**config.mk**
```make
export PLATFORM = sky130hd
export DESIGN_NAME = toaplan2_gfx_arb
export DESIGN_NICKNAME = d
export VERILOG_FILES = /design/src/rtl/toaplan2_gfx_arb.sv
export SDC_FILE = /design/constraint.sdc
export NUM_CORES = 1
export LEC_CHECK = 0
export ABC_CLOCK_PERIOD_IN_PS = 7700
export BUFFER_PORTS_ARGS = -buffer_cell sky130_fd_sc_hd__buf_2
export CORE_AREA = 2 2 233 177
export CTS_CLUSTER_SIZE = 28
export DETAILED_ROUTE_END_ITERATION = 10
export DIE_AREA = 0 0 235 179
export PLACE_DENSITY = 0.58
export REMOVE_ABC_BUFFERS = 1
export SYNTH_ARGS = -nofsm -noshare
export SYNTH_HDL_FRONTEND = slang
export SYNTH_SLANG_ARGS = --single-unit
```
**constraint.sdc**
```tcl
create_clock -name CLK -period 7.7 [get_ports CLK]
set_input_delay 0.77 -clock CLK [delete_from_list [all_inputs] [get_ports CLK]]
set_output_delay 0.77 -clock CLK [all_outputs]
set_load 0.005 [all_outputs]
```
**src/rtl/toaplan2_gfx_arb.sv**
```systemverilog
// GP9001 graphics fetch arbiter: four 32-bit slots with one-entry caches
// sharing one SDRAM read port. Define TOAPLAN2_GFX_ARB_PRIO0_EN for sprite priority.
module toaplan2_gfx_arb #(
  parameter int SDRAMW = 22,
  parameter int unsigned OFFSET = 0
) (
  input  logic                  CLK,
  input  logic                  RESET_N,
  input  logic                  FLUSH,
  input  logic [3:0]            SLOT_CS,
  input  logic [4*SDRAMW-1:0]   SLOT_ADDR,
  output logic [3:0]            SLOT_OK,
  output logic [127:0]          SLOT_DOUT,
  output logic [SDRAMW-1:0]     SDRAM_ADDR,
  output logic                  SDRAM_REQ,
  input  logic                  SDRAM_ACK,
  input  logic                  DATA_DST,
  input  logic                  DATA_RDY,
  input  logic [15:0]           DATA_READ
);

  localparam logic [SDRAMW-1:0] OFF = SDRAMW'(OFFSET);

  typedef enum logic [1:0] {
    IDLE,
    REQ,
    DATA0,
    DATA1
  } state_t;

  state_t state_q, state_d;

  logic [3:0]        valid_q;
  logic [SDRAMW-1:0] tag_q [4];
  logic [31:0]       dout_q [4];
  logic [1:0]        ptr_q;
  logic [1:0]        gnt_q;
  logic [SDRAMW-1:0] addr_q;
  logic [15:0]       word0_q;
  logic              flush_seen_q;
  logic              req_q;
  logic [SDRAMW-1:0] sdram_addr_q;

  logic [SDRAMW-1:0] saddr [4];
  logic [3:0]        ok;
  logic [3:0]        miss;
  logic              found;
  logic [1:0]        sel;
  logic [1:0]        ptr_nxt;

`ifdef TOAPLAN2_GFX_ARB_PRIO0_EN
  function automatic logic [1:0] nxt3(input logic [1:0] p);
    return (p == 2'd3) ? 2'd1 : p + 2'd1;
  endfunction
`endif

  // Unpack slot addresses and evaluate per-slot hits
  always_comb begin
    for (int i = 0; i < 4; i++) begin
      saddr[i] = SLOT_ADDR[i*SDRAMW +: SDRAMW];
      ok[i]    = SLOT_CS[i] & valid_q[i] & (saddr[i] == tag_q[i]);
    end
    miss = SLOT_CS & ~ok;
  end

  // Pack cached data onto the output bus
  always_comb begin
    for (int i = 0; i < 4; i++) begin
      SLOT_DOUT[i*32 +: 32] = dout_q[i];
    end
  end

  assign SLOT_OK    = ok;
  assign SDRAM_REQ  = req_q;
  assign SDRAM_ADDR = sdram_addr_q;

  // Pick the next missing slot and the pointer value after its fill
  always_comb begin
    logic [1:0] c;
    found = 1'b0;
    sel   = 2'd0;
`ifdef TOAPLAN2_GFX_ARB_PRIO0_EN
    c = (ptr_q == 2'd0) ? 2'd1 : ptr_q;
    if (miss[0]) begin
      found = 1'b1;
      sel   = 2'd0;
    end else begin
      for (int k = 0; k < 3; k++) begin
        if (!found && miss[c]) begin
          found = 1'b1;
          sel   = c;
        end
        c = nxt3(c);
      end
    end
    ptr_nxt = (gnt_q == 2'd0) ? ptr_q : nxt3(gnt_q);
`else
    c = ptr_q;
    for (int k = 0; k < 4; k++) begin
      if (!found && miss[c]) begin
        found = 1'b1;
        sel   = c;
      end
      c = c + 2'd1;
    end
    ptr_nxt = gnt_q + 2'd1;
`endif
  end

  // Transaction sequencing
  always_comb begin
    state_d = state_q;
    unique case (state_q)
      IDLE:  if (found)     state_d = REQ;
      REQ:   if (SDRAM_ACK) state_d = DATA0;
      DATA0: if (DATA_DST)  state_d = DATA1;
      DATA1: if (DATA_RDY)  state_d = IDLE;
      default:              state_d = IDLE;
    endcase
  end

  // State register
  always_ff @(posedge CLK or negedge RESET_N) begin
    if (!RESET_N) state_q <= IDLE;
    else          state_q <= state_d;
  end

  // Grant latch, SDRAM request, word capture and cache fill
  always_ff @(posedge CLK or negedge RESET_N) begin
    if (!RESET_N) begin
      valid_q      <= '0;
      ptr_q        <= '0;
      gnt_q        <= '0;
      addr_q       <= '0;
      word0_q      <= '0;
      flush_seen_q <= 1'b0;
      req_q        <= 1'b0;
      sdram_addr_q <= '0;
      for (int i = 0; i < 4; i++) begin
        tag_q[i]  <= '0;
        dout_q[i] <= '0;
      end
    end else begin
      if (FLUSH) valid_q <= '0;
      if (FLUSH && state_q != IDLE) flush_seen_q <= 1'b1;
      unique case (state_q)
        IDLE: begin
          flush_seen_q <= 1'b0;
          if (found) begin
            gnt_q        <= sel;
            addr_q       <= saddr[sel];
            sdram_addr_q <= saddr[sel] + OFF;
            req_q        <= 1'b1;
          end
        end
        REQ: begin
          if (SDRAM_ACK) req_q <= 1'b0;
        end
        DATA0: begin
          if (DATA_DST) word0_q <= DATA_READ;
        end
        DATA1: begin
          if (DATA_RDY) begin
            dout_q[gnt_q]  <= {DATA_READ, word0_q};
            tag_q[gnt_q]   <= addr_q;
            valid_q[gnt_q] <= ~(flush_seen_q | FLUSH);
            ptr_q          <= ptr_nxt;
          end
        end
        default: ;
      endcase
    end
  end

endmodule

```
==> flow_summary.rst <==
.. list-table::
   :header-rows: 1

   * - Metric
     - Value
   * - Placed insts
     - 1,611
   * - Relative slew slack
     - 18.00%
   * - Die W
     - 235 um
   * - Total wire length after detailed routing
     - 35,310 um
   * - Wire length per cell
     - 21.17 um
   * - Post-route cell area
     - 14,760 um2
   * - Top area cells in the synthesized netlist
     - sky130_fd_sc_hd__dfrtp_1 56%, sky130_fd_sc_hd__mux2_2 22%, sky130_fd_sc_hd__xor2_1 4.4%, sky130_fd_sc_hd__mux2i_1 3.7%, sky130_fd_sc_hd__xnor2_1 2.1%
   * - Worst setup timing slack at the placement stage
     - 3.143 ns
   * - CP startpoint kind
     - flip-flop
   * - Count of unique library cells instantiated by Yosys
     - 45
   * - Crit path time final
     - 4.148 ns
   * - Largest fanout on the critical path
     - 25
   * - Reg2Reg Capture Point
     - addr_q[9]
   * - Number of levels in the clock H-tree
     - 1
   * - Maximum frequency from static timing analysis
     - 241.1 MHz
   * - Static Leakage
     - 7.153 nW
   * - Number of core rows
     - 64
   * - Class of the most critical hold timing path
     - primary input to async pin
   * - FFs w/ async S/R, synth
     - 100.0%
   * - Synthesized area
     - 11,810 um2
   * - Clock buffer depth
     - 3
   * - Root Buffer
     - sky130_fd_sc_hd__clkbuf_16
   * - Final layout net count
     - 1,236
   * - CP Class
     - flip-flop to flip-flop
   * - Mean post-synth cell area
     - 14.00 um2
   * - Global placement routability congestion
     - 0.8091
   * - DIE HEIGHT
     - 179 um
   * - Number of global-route vias before repair
     - 8,291
   * - Power density over the cells
     - 401.7 nW/um2
   * - Ports
     - 269
   * - Most used cell, CP
     - sky130_fd_sc_hd__nand4_1
   * - Layout filler cell count
     - 3,933
   * - RSZ-0062 raised after global routing
     - no
   * - Layout overhead on the synthesized area
     - 24.92%
   * - Minimum setup slack in the final design
     - 3.552 ns
   * - Critical-path cell with the highest stage delay
     - sky130_fd_sc_hd__or2_1
   * - Proportion of layout cells with a drive suffix above 1
     - 50.13%
   * - Total buffers and inverters traversed by the critical path
     - 0
   * - Critical-path cell list
     - xor2_1 -> nor4_1 -> nand4_1 -> o21ai_1 -> nand4_1 -> nand2_2 -> or2_1 -> o221ai_1
   * - Cell taking the most area after synthesis
     - sky130_fd_sc_hd__dfrtp_1
   * - Final Setup Violations
     - 0
   * - Multi-input logic area
     - 4974 um2
   * - Max-slew violation total from the final report
     - 0
   * - WP data arrival
     - 4.54 ns
   * - Peak supply drop
     - 0.2069 mV
   * - Critical register-to-register path startpoint
     - tag_q[64]
   * - Number of port buffers
     - 268
   * - Commonest cells in the synthesized netlist
     - 266 x sky130_fd_sc_hd__dfrtp_1, 234 x sky130_fd_sc_hd__mux2_2, 60 x sky130_fd_sc_hd__xor2_1
   * - Sequential fraction of the synthesis area
     - 56.35%
   * - Largest net degree at the start of global routing
     - 146
   * - Post-placement cell area
     - 13,730 um2
   * - Post-synthesis register bit count
     - 266
   * - Resized cells post-CTS
     - 0
   * - Post-layout instance count excluding filler cells
     - 1,668
   * - Yosys synthesis warning count
     - 0
   * - Number of clock buffers inserted by TritonCTS
     - 29
   * - Number of hold-repair buffers added at the cts stage
     - 0
   * - Half-perimeter wire length of the detailed placement result
     - 24,670 um
   * - Final-report hold violation count
     - 0
   * - Worst-skew pair later-pin latency
     - 0.57 ns
   * - Required time reported for the critical path endpoint
     - 8.09 ns
   * - Fraction of synthesized cell area taken by the top area cell type
     - 56.35%
   * - Initial Util
     - 29.44%
   * - Most used flip-flop cell after synthesis
     - sky130_fd_sc_hd__dfrtp_1
   * - Minimum setup slack among reg-to-reg paths
     - 3.55 ns
   * - Count of flip-flops with a built-in enable after synthesis
     - 0
   * - Wire length of the first global-routing pass
     - 52,690 um
   * - Critical path's largest stage delay
     - 0.95 ns
   * - Max-cap violations
     - 0
   * - Clock transition at the register clock pins on the worst setup and hold paths after CTS
     - 0.06 ns
   * - GRT Residual Overflow
     - 0
   * - Post-detailed-route count of antenna-violating nets
     - 0
   * - Clock tree from TritonCTS
     - built
   * - Cell family contributing the most delay on the critical path
     - simple AND/OR/NAND/NOR gates
   * - Placeable core area
     - 40,120 um2
   * - GRT Overall Usage
     - 16.47%
   * - Overall power consumption
     - 0.005927 W
   * - # Post-CTS Setup Buffers
     - 0
   * - Setup Total Neg Slack
     - 0 ns
   * - Total vias in the final route
     - 8,003
   * - Kind of end point of the critical path
     - flip-flop
   * - Via density per instance
     - 4.798
   * - Measured slew at the worst slew-check pin
     - 1.227 ns
   * - First drt pass iteration count
     - 5
   * - Clock Sinks
     - 266
   * - Cell with the most instances after synthesis
     - sky130_fd_sc_hd__dfrtp_1
   * - Post-detailed-route DRC marker count
     - 0
   * - Worst r2r path cells
     - 8
   * - Period Utilization, post-route
     - 53.87%
   * - Number of antenna violations at the first check in global routing
     - 13
   * - Gate count after technology mapping
     - 844
   * - Die area
     - 42,070 um2
   * - Status
     - finished clean
   * - Drt first-iter violations
     - 434
   * - Worst Skew
     - 0.007714 ns
   * - Seq. cell area
     - 6656 um2
-- through the flow --
step | hold slack [ns] | utilization (%)
after detailed placement | 0.4875 | 34.23
after global placement | 0.4815 | 34.23
final | 0.3105 | 36.78
after floorplan | 0.4721 | -
after CTS | 0.3275 | 36.76
after global routing | 0.3620 | 36.76
-- cells by family (layout without fill, tap and decap cells) --
group                      count (synthesis)  in the layout  share of synthesized area, %
AOI/OAI and AO/OA                         45             45                         3.019
xor gates and xnor gates                  88             88                         6.525
adders and majority gates                  8              8                        0.8474
buffers and inverters                     43            336                         2.034
DFF                                      266            266                         56.35
muxes                                    279            279                         26.13
other                                      0              3                             0
and+or+nand+nor                          115            115                         5.095
-- metal layers --
metal  track usage, %  share of wire, %  vias to the layer above
met5                0             0.037                        -
li1                 -                 -                     3584
met3            4.619               6.4                       59
met1            22.22                46                     4125
met4            3.006               1.8                        2
met2            26.70                46                      233
-- sequential cells by signal, indices dropped and copies added, names as in the netlist --
signal        flops
SDRAM_REQ         1
SLOT_DOUT       128
addr_q           22
flush_seen_q      1
gnt_q             2
ptr_q             2
state_q           2
tag_q            88
valid_q           4
word0_q          16
-- power breakdown --
group	switching, W	internal, W
Combinational	0.000924	0.00104
Sequential	0.000455	0.00204
Clock	0.000599	0.000870
Total	0.00198	0.00395
-- worst max-delay path by stage --
stage	slack, ns	start	depth (start not counted)	endpoint
after detailed placement	3.14	SLOT_ADDR[47]	10	addr_q[10]
after floorplan	3.10	SLOT_ADDR[64]	8	addr_q[20]
final	3.55	tag_q[64]	8	addr_q[9]
after CTS	3.61	tag_q[25]	9	addr_q[10]
after global routing	3.42	tag_q[59]	8	addr_q[5]
after global placement	3.12	SLOT_ADDR[64]	10	addr_q[10]
-- layout by cell type (no fill, tap or decap), types with 20 or more instances in the layout --
cell type,n
sky130_fd_sc_hd__clkbuf_16,29
sky130_fd_sc_hd__buf_2,267
sky130_fd_sc_hd__xnor2_1,28
sky130_fd_sc_hd__mux2_2,234
sky130_fd_sc_hd__mux2i_1,44
sky130_fd_sc_hd__xor2_1,60
sky130_fd_sc_hd__nor2_1,20
sky130_fd_sc_hd__nand2_1,37
sky130_fd_sc_hd__o221ai_1,22
sky130_fd_sc_hd__dfrtp_1,266
-- final cells by class --
cell class,instances,share of cell area [%]
diodes,3,0.05087
clock buffers,45,6.071
clock inverters,9,0.8140
inverters,7,0.1781
multi-input cells,535,33.70
flip-flops and latches,266,45.11
well taps,528,4.477
repair buffers,275,9.598
No activity file was read; power rests on OpenSTA's default activity.
